==> src/rtl/mem_arbiter.sv <==
// Two-requester arbiter sharing one RAM port between the icache and dcache miss paths.
// The dcache normally wins; a starvation counter guarantees the icache a turn.
module mem_arbiter #(
  parameter int unsigned STARVE_LIMIT = 4
) (
  input  logic        CLK,
  input  logic        RST,
  input  logic        iREN,
  input  logic [31:0] iaddr,
  output logic        iwait,
  output logic [31:0] iload,
  input  logic        dREN,
  input  logic        dWEN,
  input  logic [31:0] daddr,
  input  logic [31:0] dstore,
  output logic        dwait,
  output logic [31:0] dload,
  output logic        ramREN,
  output logic        ramWEN,
  output logic [31:0] ramaddr,
  output logic [31:0] ramstore,
  input  logic [31:0] ramload,
  input  logic [1:0]  ramstate
);

  typedef enum logic [1:0] {
    IDLE = 2'd0,
    IGNT = 2'd1,
    DGNT = 2'd2
  } state_t;

  localparam logic [3:0] LIMIT      = 4'(STARVE_LIMIT);
  localparam logic [1:0] RAM_ACCESS = 2'd2;

  state_t     r_state;
  state_t     w_nextState;
  logic [3:0] r_starveCnt;
  logic [3:0] w_nextStarve;
  logic       w_iReq;
  logic       w_dReq;
  logic       w_dWins;

  assign w_iReq  = iREN;
  assign w_dReq  = dREN | dWEN;
  assign w_dWins = w_dReq & (~w_iReq | (r_starveCnt < LIMIT));

  always_ff @(posedge CLK) begin
    if (RST) begin
      r_state     <= IDLE;
      r_starveCnt <= 4'd0;
    end else begin
      r_state     <= w_nextState;
      r_starveCnt <= w_nextStarve;
    end
  end

  // Strobes follow the live request so an abort drops them in the same cycle;
  // reset overrides everything so no wait-low pulse can escape mid-access.
  always_comb begin
    w_nextState  = r_state;
    w_nextStarve = r_starveCnt;
    iwait        = 1'b1;
    dwait        = 1'b1;
    iload        = 32'd0;
    dload        = 32'd0;
    ramREN       = 1'b0;
    ramWEN       = 1'b0;
    ramaddr      = 32'd0;
    ramstore     = 32'd0;

    case (r_state)
      IDLE: begin
        if (w_dWins) begin
          w_nextState = DGNT;
          if (w_iReq && (r_starveCnt < LIMIT)) begin
            w_nextStarve = r_starveCnt + 4'd1;
          end
        end else if (w_iReq) begin
          w_nextState  = IGNT;
          w_nextStarve = 4'd0;
        end
      end
      IGNT: begin
        ramREN  = iREN;
        ramaddr = iaddr;
        iload   = ramload;
        if (!w_iReq) begin
          w_nextState = IDLE;
        end else if (ramstate == RAM_ACCESS) begin
          iwait       = 1'b0;
          w_nextState = IDLE;
        end
      end
      DGNT: begin
        ramWEN   = dWEN;
        ramREN   = dREN & ~dWEN;
        ramaddr  = daddr;
        ramstore = dstore;
        dload    = ramload;
        if (!w_dReq) begin
          w_nextState = IDLE;
        end else if (ramstate == RAM_ACCESS) begin
          dwait       = 1'b0;
          w_nextState = IDLE;
        end
      end
      default: begin
        w_nextState = IDLE;
      end
    endcase

    if (RST) begin
      iwait    = 1'b1;
      dwait    = 1'b1;
      iload    = 32'd0;
      dload    = 32'd0;
      ramREN   = 1'b0;
      ramWEN   = 1'b0;
      ramaddr  = 32'd0;
      ramstore = 32'd0;
    end
  end

endmodule

==> config.mk <==
export PLATFORM = sky130hd
export DESIGN_NAME = mem_arbiter
export DESIGN_NICKNAME = d
export VERILOG_FILES = /design/src/rtl/mem_arbiter.sv
export SDC_FILE = /design/constraint.sdc
export NUM_CORES = 1
export LEC_CHECK = 0
export CAP_MARGIN = 20
export CORE_ASPECT_RATIO = 0.5
export CORE_MARGIN = 3
export CORE_UTILIZATION = 19
export DETAILED_ROUTE_END_ITERATION = 6
export GPL_ROUTABILITY_DRIVEN = 0
export PLACE_DENSITY = 0.79
export SLEW_MARGIN = 20
export SYNTH_ARGS = -nofsm -noshare
export SYNTH_HDL_FRONTEND = slang
export SYNTH_SLANG_ARGS = --single-unit
export TNS_END_PERCENT = 50
==> constraint.sdc <==
create_clock -name CLK -period 1.6 [get_ports CLK]
set_input_delay 0.32 -clock CLK [delete_from_list [all_inputs] [get_ports CLK]]
set_output_delay 0.32 -clock CLK [all_outputs]
set_load 0.01 [all_outputs]
==> results of run 1 <==
[state kept, by name, summed over array words and instances, names as in the netlist]
name and count:
r_state 2, r_starveCnt 4
[cell usage after synthesis, drive strengths merged, types with 2 or more instances]
| cell | n | share of area |
|---|---|---|
| a21oi | 4 | 0.014 |
| a22oi | 32 | 0.16 |
| nand3 | 5 | 0.017 |
| buf | 16 | 0.056 |
| o211ai | 2 | 0.010 |
| nor3b | 2 | 0.010 |
| nand4 | 2 | 0.0085 |
| and2 | 98 | 0.41 |
| dfxtp | 6 | 0.081 |
| ha | 5 | 0.042 |
| inv | 2 | 0.0051 |
| nor2b | 4 | 0.019 |
| clkbuf | 7 | 0.018 |
| o21ai | 2 | 0.0093 |
| nand2 | 5 | 0.013 |
| nor2 | 33 | 0.084 |
[logic make-up after synthesis]
kind of cell               count (synthesis)
adders and majority gates                  5
AOI/OAI and AO/OA                         42
and+or+nand+nor                          154
buffers and inverters                     25
DFF                                        6
[per-stage QoR]
| stage | hold slack (ps) | power (mW) | TNS [ps] | utilization | area (um^2) |
|---|---|---|---|---|---|
| after floorplan | 436 | 0.550 | 0 | - | 1610 |
| after global placement | 454 | 1.20 | -86260 | 0.602 | 4470 |
| after detailed placement | 459 | 1.20 | -85800 | 0.602 | 4470 |
| after CTS | 460 | 1.78 | -38720 | 0.662 | 4920 |
| after global routing | 499 | 2.01 | -45810 | 0.715 | 5310 |
| final | 480 | 1.91 | -39410 | 0.715 | 5310 |
[routing by layer]
metal	wire length, um	part of all wire	vias to the layer above
li1	-	-	1395
met1	5340	0.42	1409
met2	6590	0.52	91
met3	506	0.040	22
met4	197	0.016	0
met5	0	0	-
[cell usage in the layout, fill, tap and decap left out, types with 4 or more instances in the layout]
cell type          n
a22oi_1           17
a22oi_2           15
and2_1            27
and2_4            71
buf_12             8
buf_16             6
buf_2             55
buf_4             18
buf_6             84
buf_8              6
clkbuf_16          7
clkbuf_2           5
clkdlybuf4s15_2    9
clkdlybuf4s50_1  133
dfxtp_1            4
nand2_1            4
nand3_1            4
nor2_1            15
nor2_2            12
nor2_4             6
[path summary, 6_finish.rpt]
kind / cells past startpoint / to / slack, ps
max: 10 / dload[16] / -440
min: 2 / r_starveCnt[0] / 480
max reg2reg: 8 / r_state[0] / -170
min reg2reg: 2 / r_starveCnt[0] / 480
[area by class of cell]
class,count,area share
well taps,96,0.0226
inverters,2,0.00236
repair buffers,329,0.629
clock buffers,3,0.0141
flip-flops and latches,6,0.0240
multi-input cells,201,0.308
[critical path: cells and delay by family (launching register included)]
family	cells	cell delay [ps]
fa+ha+maj	1	160
simple gates	2	250
buf+inv	7	720
flops	1	360
[power groups by stage]
stage	Sequential [mW]	Combinational, mW	Clock (mW)
3_5_place_dp	0.167	1.04	0
2_1_floorplan	0.166	0.384	0
6_report	0.168	1.34	0.409
5_1_grt	0.170	1.41	0.428
4_1_cts	0.169	1.20	0.414
3_3_place_gp	0.166	1.03	0
[what timing repair did]
action                                  4_1_cts  5_1_grt
buffers inserted                             26       11
resized for setup                           560      148
pin swaps                                    36       22
cloned                                        9        5
endpoints found under the setup margin      134      134
==> flow_summary.toml, run 1 <==
[run_status]
status = "finished, violations left"
violations = "negative setup slack"

[synth]
synthXorXnorAreaFrac = 0
seq_area_frac_synth = 0.0813
muxShareOfSynthArea = 0
yosysWarningCount = 0
avgSynthCellArea_um2 = 6.37
syn-cell-area_um2 = 1480
yosys.area_share.simple = 0.588
synth_compound_area_frac = 0.209
synthCells = 232
async_flop_share = 0
synth_cell_types = 26
synth_top_family_by_area = "simple AND/OR/NAND/NOR gates"
synth-edff-count = 0
ys.flop_type = "dfxtp_1"
synth-adder-area-share = 0.0423
ys_ff_latch = 6
synth_nets = 372

[global_route]
use_met2 = 0.445
grt_pass1_wl_mm = 16.6
grt_max_degree = 35
grt_overflow = 0
antenna_found_initial = 0
use_met1 = 0.328
grt_pass1_vias = 2689
grt.busiest_layer = "met2"
grt_usage = 0.247
grt_use_met3 = 0.0304

[pwr]
power_frac_seq = 0.088
ir_drop_mv = 0.324
clkPwrFrac = 0.213
leakage_nw = 2.37
combPwrFrac = 0.699
switching_power_mw = 0.609
sw_frac_of_total = 0.318
p_int_mw = 1.31
p_per_area_nw_per_um2 = 361

[setup_path]
cp-end-kind = "primary output"
worst_setup_path_startpoint = "r_state[0]"
cp_slowest_cell = "dfxtp_4"
crit_path_frequent_cell = "buf_6"
slowest_delay_ps = 360
crit_chain = "inv_4 > ha_4 > nor2b_4 > buf_12 > buf_6 > buf_12 > buf_6 > buf_6 > and2_4 > buf_6"
crit_required_ps = 1280
r2r_start = "r_state[0]"
crit_arrival_ps = 1720
start_kind = "register"
critical_path.max_fanout = 3
critPathKind = "reg -> out"

[floorplanning]
die_h_um = 68.4
die_area_um2 = 8940
placementRows = 22
start_util = 0.199
io_pins = 267
die_w_um = 131
core-area_um2 = 7430

[final_layout]
nets = 683
drive_above_1_share = 0.584
multi_input_area_um2 = 1640
final_cells = 637
fillers = 572
areaGrowthSynthToFinish_pct = 259
n_antenna_cell = 0
regArea_um2 = 128

[clock_tree]
clk_latency_ps = 230
clockBufferDepth = 2
clkSinkCount = 6
cts_tree = "built"
postCtsHoldBufs = 0
cts_made_buffers = 3
clk_pin_slew_ps = 40
h-tree-depth = 1
root_buffer = "clkbuf_16"

[sta]
slew_viol_final = 0
clock.fmax_mhz = 489
layout_setup_ws_ps = -444
post-route-min-period_ps = 2040
hold_viol = 0
skew_ps = 2.74
min_period_over_period = 1.28
grt_setup_unrepaired = "yes"
setup_viol = 134
relSlewSlack = 0.758
worst_pin_slew_ps = 361

[detailed_routing]
first_pass_iters = 4
wl_per_cell_um = 19.8
drtAntennaViolNets = 0
drcViolationCount = 0
drt-initial-drc-count = 233
routed_wl_mm = 12.6
via_per_inst = 4.58
num_vias = 2917

[job]
cap_violations = 0

[placed_design]
dp.cells = 591
dp_slack_ps = -732
portBuffers = 266
hpwl_mm = 8.45

[worst_hold_path]
hp-class = "reg -> reg"
min-delay-start = "r_starveCnt[0]"
Power figures use the tool's default switching activity.
==> inputs of run 2 (changes only) <==
CORE_AREA = 3 3 103 105   (was unset)
CORE_ASPECT_RATIO = unset   (was 0.5)
CORE_MARGIN = unset   (was 3)
CORE_UTILIZATION = unset   (was 19)
DIE_AREA = 0 0 106 108   (was unset)
DONT_BUFFER_PORTS = 1   (was unset)
PLACE_DENSITY = unset   (was 0.79)
==> run 2 against run 1 <==
Effect of this change:
- the flow still finishes with violations (negative setup slack)
- sequential power about the same
- clock skew decreased by 0.61 ps
- setup slack improved by 230 ps
- global-route usage decreased by 12 points
- routed wire length decreased by 26%
- worst hold slack got worse by 320 ps
- non-clock buffer count decreased by 297
- cell count decreased by 41%
- clock power decreased by 46%
- die area increased by 28%
- combinational power decreased by 38%
- highest routed layer unchanged
==> flow_summary.toml, run 2 (synthesis results as in run 1) <==
[clock_tree]
clk_latency_ps = 220
clockBufferDepth = 2
clkSinkCount = 6
root_buffer = "clkbuf_8"
cts_made_buffers = 3
h-tree-depth = 1
cts_tree = "built"
clk_pin_slew_ps = 30
postCtsHoldBufs = 0

[floorplanning]
die_h_um = 108
die_w_um = 106
io_pins = 267
placementRows = 36
die_area_um2 = 11400
start_util = 0.152
core-area_um2 = 9730

[sta]
hold_slack_ps = 164
relSlewSlack = 0.757
slew_viol_final = 0
finalSetupTns_ps = -17460
worst_pin_slew_ps = 363
clock.fmax_mhz = 550
skew_ps = 2.13
min_period_over_period = 1.14
setup_viol = 134
hold_viol = 0
post-route-min-period_ps = 1820
layout_setup_ws_ps = -218
grt_setup_unrepaired = "yes"

[pwr]
p_per_area_nw_per_um2 = 459
leakage_nw = 0.924
ir_drop_mv = 0.495

[global_route]
antenna_found_initial = 0
grt_overflow = 0
grt_pass1_vias = 1699
grt_max_degree = 34
grt_pass1_wl_mm = 11.0
grt_usage = 0.128

[detailed_routing]
first_pass_iters = 4
drtAntennaViolNets = 0
num_vias = 1907
routed_wl_mm = 9.30
via_per_inst = 5.06
drcViolationCount = 0
drt-initial-drc-count = 106
wl_per_cell_um = 24.7

[final_layout]
nets = 386
final_cell_mix = "and2_4, a22oi_2, nor2_2, and2_1, buf_4"
fillers = 1020
areaGrowthSynthToFinish_pct = 79.3
drive_above_1_share = 0.746
regMostFlops = "r_starveCnt"
largest_reg_flops = 4
final_common_cell = "and2_4"
reg_top3 = "r_starveCnt x4, r_state x2"
n_antenna_cell = 0

[setup_path]
critPathKind = "reg -> out"
cp-end-kind = "primary output"
start_kind = "register"
cp_slowest_cell = "dfxtp_4"
reg2reg_slack_ps = -140
r2r_end = "r_state[0]"
crit_arrival_ps = 1500
crit_chain = "inv_4 > ha_4 > buf_4 > bufbuf_16 > a22oi_2 > nor2_2"
reg2reg_depth = 7
r2r_start = "r_state[0]"
slowest_delay_ps = 350
crit_required_ps = 1280
worst_setup_path_startpoint = "r_state[0]"
critical_path.max_fanout = 17
cp-endpoint = "ramaddr[2]"

[placed_design]
portBuffers = 0
hpwl_mm = 6.04

[run_status]
status = "finished, violations left"
violations = "negative setup slack"

[worst_hold_path]
hp-class = "in -> reg"

[job]
cap_violations = 0
[run 2: worst min path at each step]
stage              startpoint              to  slack, ps  depth (start not counted)
6_report                  RST  r_starveCnt[1]        160                          1
5_1_grt                   RST  r_starveCnt[1]        160                          1
4_1_cts                   RST  r_starveCnt[1]        160                          1
3_5_place_dp              RST  r_starveCnt[1]        390                          1
3_3_place_gp              RST  r_starveCnt[0]        390                          1
2_1_floorplan  r_starveCnt[1]  r_starveCnt[1]        440                          2
[run 2: through the flow]
stage	power [mW]	utilization	std cells	area [um^2]	setup slack (ps)
6_report	1.22	0.272	377	2650	-218
5_1_grt	1.28	0.272	377	2650	-267
4_1_cts	1.17	0.253	378	2460	-217
3_5_place_dp	0.613	0.183	352	1780	-39.8
3_3_place_gp	0.600	0.183	352	1780	-13.3
2_1_floorplan	0.550	-	232	1610	3.00
[run 2: final cells by class]
type                       count  area [um^2]  share of cell area
multi-input combinational    201         1750               0.660
timing repair buffer          32          556               0.210
tap                          133          166              0.0628
sequential                     6          128              0.0482
clock buffer                   3         41.3              0.0156
inverter                       2         10.0             0.00378
[run 2: per-layer routing]
layer,global-route usage,vias to the layer above,share of wire
met1,0.178,967,0.41
met5,0,-,0
met2,0.206,121,0.51
li1,-,803,-
met4,0.0453,0,0.025
met3,0.0131,16,0.057
[run 2: what timing repair did]
action / in CTS / in global routing
pin swaps: 53 / 27
gates cloned: 10 / 1
setup buffers: 13 / 1
setup endpoints to repair: 132 / 134
gates resized for setup: 65 / 64
[run 2: critical path, delay by kind of cell (launching register included)]
| family | cells | cell delay [ps] |
|---|---|---|
| DFF | 1 | 350 |
| adders and majority gates | 1 | 150 |
| AOI/OAI and AO/OA | 1 | 200 |
| buffers and inverters | 3 | 500 |
| and+or+nand+nor | 1 | 80 |
[run 2: power by group]
part	switching [mW]	total (mW)	internal (mW)
Clock	0.0597	0.221	0.161
Combinational	0.389	0.828	0.439
Sequential	0.00873	0.167	0.158
Total	0.457	1.22	0.759
